--- src/rtl/psk_qam_mapper_if.sv ---
// Symbol-mapper handshake bundle: input symbol stream (bits/mode) and the
// output I/Q beat stream towards the pulse-shaping filter.
//   slave  : mapper side (consumes symbols, produces beats)
//   master : source/sink side (produces symbols, consumes beats)
interface psk_qam_mapper_if #(
  parameter int unsigned DATA_W = 12
);
  logic [3:0]               i_bits;
  logic [1:0]               i_mode;
  logic                     i_valid;
  logic                     o_ready_for_input;
  logic                     i_out_ready;
  logic                     o_valid;
  logic signed [DATA_W-1:0] o_I;
  logic signed [DATA_W-1:0] o_Q;
  logic                     o_first;

  modport slave (
    input  i_bits, i_mode, i_valid, i_out_ready,
    output o_ready_for_input, o_valid, o_I, o_Q, o_first
  );

  modport master (
    output i_bits, i_mode, i_valid, i_out_ready,
    input  o_ready_for_input, o_valid, o_I, o_Q, o_first
  );
endinterface

--- src/rtl/psk_qam_mapper.sv ---
// BPSK / QPSK / Gray 16-QAM / null symbol mapper. Each accepted symbol is
// emitted for SPS output beats, either repeated or zero-stuffed after beat 0.
// Ports:
//   clk, rst_n : clock (rising edge), asynchronous active-low reset
//   bus        : slave side of psk_qam_mapper_if
//                in : i_bits, i_mode, i_valid, i_out_ready
//                out: o_ready_for_input (combinational), o_valid, o_I, o_Q,
//                     o_first (registered)
module psk_qam_mapper #(
  parameter int unsigned DATA_W     = 12,
  parameter int unsigned AMP        = 1448,
  parameter int unsigned SPS        = 1,
  parameter int unsigned ZERO_STUFF = 0
) (
  input  logic            clk,
  input  logic            rst_n,
  psk_qam_mapper_if.slave bus
);

  localparam int unsigned CNT_W     = (SPS > 1) ? $clog2(SPS) : 1;
  localparam logic [CNT_W-1:0] LAST_BEAT = CNT_W'(SPS - 1);

  localparam int signed AMP_S = int'(AMP);
  localparam int signed LVL_S = int'(AMP / 3);

  localparam logic signed [DATA_W-1:0] P_AMP = DATA_W'(AMP_S);
  localparam logic signed [DATA_W-1:0] N_AMP = DATA_W'(-AMP_S);
  localparam logic signed [DATA_W-1:0] P_1L  = DATA_W'(LVL_S);
  localparam logic signed [DATA_W-1:0] N_1L  = DATA_W'(-LVL_S);
  localparam logic signed [DATA_W-1:0] P_3L  = DATA_W'(3 * LVL_S);
  localparam logic signed [DATA_W-1:0] N_3L  = DATA_W'(-3 * LVL_S);

  typedef enum logic {
    IDLE = 1'b0,
    EMIT = 1'b1
  } state_e;

  state_e                    state_q, state_d;
  logic [CNT_W-1:0]          beat_cnt_q, beat_cnt_d;
  logic signed [DATA_W-1:0]  samp_i_q, samp_i_d;
  logic signed [DATA_W-1:0]  samp_q_q, samp_q_d;
  logic                      first_q, first_d;

  logic signed [DATA_W-1:0]  map_i, map_q;
  logic                      valid;
  logic                      last_beat;
  logic                      out_hs;
  logic                      ready_c;
  logic                      accept;

  // Gray 16-QAM axis level: 00 -> +3L, 01 -> +L, 11 -> -L, 10 -> -3L
  function automatic logic signed [DATA_W-1:0] qam_lvl(input logic [1:0] b);
    logic signed [DATA_W-1:0] lvl;
    unique case (b)
      2'b00:   lvl = P_3L;
      2'b01:   lvl = P_1L;
      2'b11:   lvl = N_1L;
      default: lvl = N_3L;
    endcase
    return lvl;
  endfunction

  // Constellation lookup of the symbol presented on the input side
  always_comb begin : map_symbol
    map_i = '0;
    map_q = '0;
    unique case (bus.i_mode)
      2'd0: map_i = bus.i_bits[0] ? N_AMP : P_AMP;
      2'd1: begin
        map_i = bus.i_bits[0] ? N_AMP : P_AMP;
        map_q = bus.i_bits[1] ? N_AMP : P_AMP;
      end
      2'd2: begin
        map_i = qam_lvl(bus.i_bits[1:0]);
        map_q = qam_lvl(bus.i_bits[3:2]);
      end
      default: ;
    endcase
  end

  assign valid     = (state_q == EMIT);
  assign last_beat = (beat_cnt_q == LAST_BEAT);
  assign out_hs    = valid && bus.i_out_ready;
  // Ready when empty, or when the final beat leaves this cycle (no bubble)
  assign ready_c   = rst_n && (!valid || (bus.i_out_ready && last_beat));
  assign accept    = bus.i_valid && ready_c;

  // Next-state and next-beat computation
  always_comb begin : next_state
    state_d    = state_q;
    beat_cnt_d = beat_cnt_q;
    samp_i_d   = samp_i_q;
    samp_q_d   = samp_q_q;
    first_d    = first_q;
    unique case (state_q)
      IDLE: begin
        if (accept) begin
          state_d    = EMIT;
          beat_cnt_d = '0;
          samp_i_d   = map_i;
          samp_q_d   = map_q;
          first_d    = 1'b1;
        end
      end
      default: begin
        if (out_hs) begin
          if (last_beat) begin
            beat_cnt_d = '0;
            if (accept) begin
              samp_i_d = map_i;
              samp_q_d = map_q;
              first_d  = 1'b1;
            end else begin
              state_d  = IDLE;
              samp_i_d = '0;
              samp_q_d = '0;
              first_d  = 1'b0;
            end
          end else begin
            beat_cnt_d = beat_cnt_q + CNT_W'(1);
            first_d    = 1'b0;
            if (ZERO_STUFF != 0) begin
              samp_i_d = '0;
              samp_q_d = '0;
            end
          end
        end
      end
    endcase
  end

  // State and output registers
  always_ff @(posedge clk or negedge rst_n) begin : regs
    if (!rst_n) begin
      state_q    <= IDLE;
      beat_cnt_q <= '0;
      samp_i_q   <= '0;
      samp_q_q   <= '0;
      first_q    <= 1'b0;
    end else begin
      state_q    <= state_d;
      beat_cnt_q <= beat_cnt_d;
      samp_i_q   <= samp_i_d;
      samp_q_q   <= samp_q_d;
      first_q    <= first_d;
    end
  end

  assign bus.o_ready_for_input = ready_c;
  assign bus.o_valid           = valid;
  assign bus.o_I               = samp_i_q;
  assign bus.o_Q               = samp_q_q;
  assign bus.o_first           = first_q;

endmodule

--- src/flat_wrapper.sv ---
// flat-port wrapper written by rule: the top's interface ports become plain ports
module psk_qam_mapper_flat 
#(
  parameter int unsigned DATA_W     = 12,
  parameter int unsigned AMP        = 1448,
  parameter int unsigned SPS        = 1,
  parameter int unsigned ZERO_STUFF = 0
)
  (clk, rst_n, bus_i_bits, bus_i_mode, bus_i_valid, bus_i_out_ready, bus_o_ready_for_input, bus_o_valid, bus_o_I, bus_o_Q, bus_o_first);
  psk_qam_mapper_if #(.DATA_W(DATA_W)) bus_i ();
  input  logic clk;
  input  logic rst_n;
  input wire logic [$bits(bus_i.i_bits)-1:0] bus_i_bits;
  input wire logic [$bits(bus_i.i_mode)-1:0] bus_i_mode;
  input wire logic [$bits(bus_i.i_valid)-1:0] bus_i_valid;
  input wire logic [$bits(bus_i.i_out_ready)-1:0] bus_i_out_ready;
  output wire logic [$bits(bus_i.o_ready_for_input)-1:0] bus_o_ready_for_input;
  output wire logic [$bits(bus_i.o_valid)-1:0] bus_o_valid;
  output wire logic [$bits(bus_i.o_I)-1:0] bus_o_I;
  output wire logic [$bits(bus_i.o_Q)-1:0] bus_o_Q;
  output wire logic [$bits(bus_i.o_first)-1:0] bus_o_first;
  assign bus_i.i_bits = bus_i_bits;
  assign bus_i.i_mode = bus_i_mode;
  assign bus_i.i_valid = bus_i_valid;
  assign bus_i.i_out_ready = bus_i_out_ready;
  assign bus_o_ready_for_input = bus_i.o_ready_for_input;
  assign bus_o_valid = bus_i.o_valid;
  assign bus_o_I = bus_i.o_I;
  assign bus_o_Q = bus_i.o_Q;
  assign bus_o_first = bus_i.o_first;
  psk_qam_mapper #(.DATA_W(DATA_W), .AMP(AMP), .SPS(SPS), .ZERO_STUFF(ZERO_STUFF)) u_core (.clk(clk), .rst_n(rst_n), .bus(bus_i));
endmodule
--- config.mk ---
export PLATFORM = sky130hd
export DESIGN_NAME = psk_qam_mapper_flat
export DESIGN_NICKNAME = d
export VERILOG_FILES = /design/src/rtl/psk_qam_mapper_if.sv /design/src/rtl/psk_qam_mapper.sv /design/src/flat_wrapper.sv
export SDC_FILE = /design/constraint.sdc
export NUM_CORES = 1
export LEC_CHECK = 0
export CORE_MARGIN = 2
export CORE_UTILIZATION = 41
export CTS_BUF_LIST = sky130_fd_sc_hd__clkbuf_4 sky130_fd_sc_hd__clkbuf_8
export CTS_CLUSTER_SIZE = 24
export DETAILED_ROUTE_END_ITERATION = 8
export PLACE_DENSITY = 0.82
export SLEW_MARGIN = 10
export SYNTH_ARGS = -nofsm -noshare
export SYNTH_HDL_FRONTEND = slang
export SYNTH_SLANG_ARGS = --single-unit
--- constraint.sdc ---
create_clock -name clk -period 0.95 [get_ports clk]
set_input_delay 0.095 -clock clk [delete_from_list [all_inputs] [get_ports clk]]
set_output_delay 0.095 -clock clk [all_outputs]
set_load 0.03 [all_outputs]
==> results.yml <==
sta:
  min_period_ns: 1.22
  fmax_ghz: 0.819
  setup_viol: 29
  final.setup.worst_slack_ns: -0.271
  period_share: 1.29
  slew_viol_final: 0
  rsz0062_at_grt: "true"
  hold_viol_final: 0
  skew_ns: 0.00927
drt:
  post_drt_wl_per_cell_um: 15.5
  drc: 0
  vias_per_cell: 5.23
  via_count: 962
  ant_nets: 0
  dr.pass1.iters: 4
  drtIter0Drc: 18
  routed_wl_um: 2850
job:
  max_cap_viol_count: 0
die:
  io-pin-count: 37
  die_area_um2: 2820
  die_x_um: 53.1
  coreArea_um2: 2250
  start_util: 0.439
  die_h_um: 53.1
  num_rows: 17
critical_path:
  max_stage_delay_ns: 0.46
  cp_slowest_cell: "dfrtp_2"
  path_buf_inv: 1
  cp_cell_sequence: "nand2b_4 -> buf_6 -> nand4_1 -> o2bb2ai_1"
  crit_arrival_ns: 1.42
  worst_r2r_path_depth: 4
  r2r-end: "u_core.bus.o_Q[2]"
  critPathRequiredTime_ns: 1.15
  crit_fanout: 5
  cp-start-kind: "flop"
  regToRegSetupSlack_ns: -0.27
  worstSetupPathType: "reg2reg"
  crit_family: "flip-flops"
  r2r_start: "u_core.bus.o_valid"
  cp-end-kind: "flop"
cts:
  insertion_delay_ns: 0.29
  clock_sinks: 15
  cts_tree: "built"
  cts.path.max_buffers: 2
  cts_buffers: 3
  cts-root-buf: "clkbuf_4"
  clkTransAtPathRegs_ns: 0.09
  cts_max_level: 1
logic_synthesis:
  seq_area_frac_synth: 0.379
  synth_warnings: 0
  yosys-top-cells-area: "dfrtp_1 (38%), ha_1 (15%), buf_4 (8.3%)"
  avgSynthCellArea_um2: 10.4
  synth-edff-count: 0
  ys_top_cells_by_count: "dfrtp_1 (15), ha_1 (12), buf_4 (11), inv_1 (8)"
  yosysTopAreaCell: "dfrtp_1"
  synth_ff_type: "dfrtp_1"
  synth.distinct_cells: 31
  postSynth.asyncResetShare: 1.00
  yosysMostFrequentCell: "dfrtp_1"
  netlist_area_um2: 990
  ys_ff_latch: 15
  synth_top_area_share: 0.379
  synth_cells: 95
power_and_ir_drop:
  powerDensity_nw_per_um2: 1200
  peakVddDrop_mv: 0.850
  p_leak_nw: 0.856
  p_sw_uw: 734
  clock_power_share: 0.198
  internal_power_mw: 1.33
  comb_power_share: 0.435
  pwr-share-seq: 0.367
  p_sw_frac: 0.355
global_route:
  grt_pass1_wl_um: 4350
  grt_max_degree: 9
  grtUsageTotal: 0.216
  antenna_found_initial: 0
  overflow: 0
  grt_pass1_vias: 984
final_layout:
  regArea_um2: 379
  area_growth_pct: 73.8
  multiInputGateArea_um2: 601
  nets: 179
  drive_gt1_frac: 0.545
  fillers: 138
  fin_area_um2: 1720
  antennaDiodeCount: 0
place:
  place_congestion: 0.839
  dpl.hpwl_um: 1740
  pre_cts_ws_ns: -0.673
  dpl-instance-area_um2: 1390
  io_buffers: 34
status:
  status: "complete, but fails checks"
  violations: "negative setup slack"
hold_path:
  hp-class: "in2async"
==> repair_timing <==
item,in CTS,in global routing
pin swaps,11,4
hold buffers,3,0
buffers inserted,7,2
gates resized for setup,46,12
setup endpoints to repair,33,38
hold endpoints to repair,7,0
==> worst min-delay path, stage by stage <==
cell and delay, ns:
dlygate4sd2_1 0.26, buf_4 0.15, buf_4 0.14
==> sequential cells by signal, summed over array words and instances, names as in the netlist <==
signal and flops:
u_core.bus.o_Q 7, u_core.bus.o_first 1, u_core.bus.o_I 6, u_core.bus.o_valid 1
==> metrics by stage <==
step	power, mW	TNS [ns]	std cells	utilization	hold WS [ns]
floorplan	1.18	-2.44	96	-	-0.201
global placement	1.44	-7.54	169	0.615	0.451
detailed placement	1.46	-7.90	169	0.615	0.456
CTS	2.01	-3.51	182	0.735	0.00242
global route	2.18	-5.30	184	0.763	0.0430
finish	2.07	-3.82	184	0.763	0.0361
==> power groups by stage <==
stage	sequential (mW)	clock, mW	combinational [mW]
after floorplan	0.864	0	0.315
after global placement	0.749	0	0.695
after detailed placement	0.754	0	0.706
after CTS	0.751	0.410	0.846
after global routing	0.766	0.459	0.952
final	0.759	0.409	0.899
==> worst max path at each step <==
stage                         to  depth (start not counted)               start  slack, ns
6_report       u_core.bus.o_Q[2]                          4  u_core.bus.o_valid      -0.27
5_1_grt        u_core.bus.o_Q[8]                          3  u_core.bus.o_valid      -0.33
4_1_cts        u_core.bus.o_I[8]                          4  u_core.bus.o_valid      -0.26
3_5_place_dp   u_core.bus.o_Q[8]                          5       bus_i_mode[0]      -0.67
3_3_place_gp   u_core.bus.o_Q[8]                          5       bus_i_mode[0]      -0.61
2_1_floorplan  u_core.bus.o_I[8]                          3  u_core.bus.o_valid      -0.21
==> layer usage <==
metal,share of wire,track usage,vias up,wire length (um)
met3,0.044,0.0311,8,124
met4,0.020,0.107,0,56
met1,0.40,0.238,474,1130
li1,-,-,446,-
met2,0.54,0.400,34,1540
met5,0,0,-,0
==> placed cells by master (no fill, tap or decap), types with 2 or more instances in the layout <==
cell             count
dlygate4sd3_1        3
buf_6               30
ha_4                 3
a221o_1              2
o22ai_1              2
ha_1                 5
o2bb2ai_2            3
nor2_1               5
dlygate4sd2_1        6
clkbuf_4             4
o2bb2ai_1            2
nand2_1              4
conb_1               2
and2_4               2
a22o_1               4
buf_4               26
dfrtp_2              3
dfrtp_1             12
inv_1                8
clkdlybuf4s50_1      3
nor3_2               2
ha_2                 4
==> kinds of logic (layout without fill, tap and decap cells) <==
group | count (synthesis) | in the layout | share of synthesized area
DFF | 15 | 15 | 0.379
and+or+nand+nor | 24 | 24 | 0.149
other | 1 | 2 | 0.00379
muxes | 2 | 2 | 0.0240
buffers and inverters | 20 | 80 | 0.125
adders and majority gates | 12 | 12 | 0.152
AOI/OAI and AO/OA | 21 | 21 | 0.167
==> final cells by class <==
| type | count | area share |
|---|---|---|
| timing repair buffer | 68 | 0.375 |
| inverter | 8 | 0.0175 |
| clock buffer | 4 | 0.0175 |
| tap | 28 | 0.0204 |
| sequential | 15 | 0.220 |
| multi-input combinational | 61 | 0.349 |
Power figures use the tool's default switching activity.
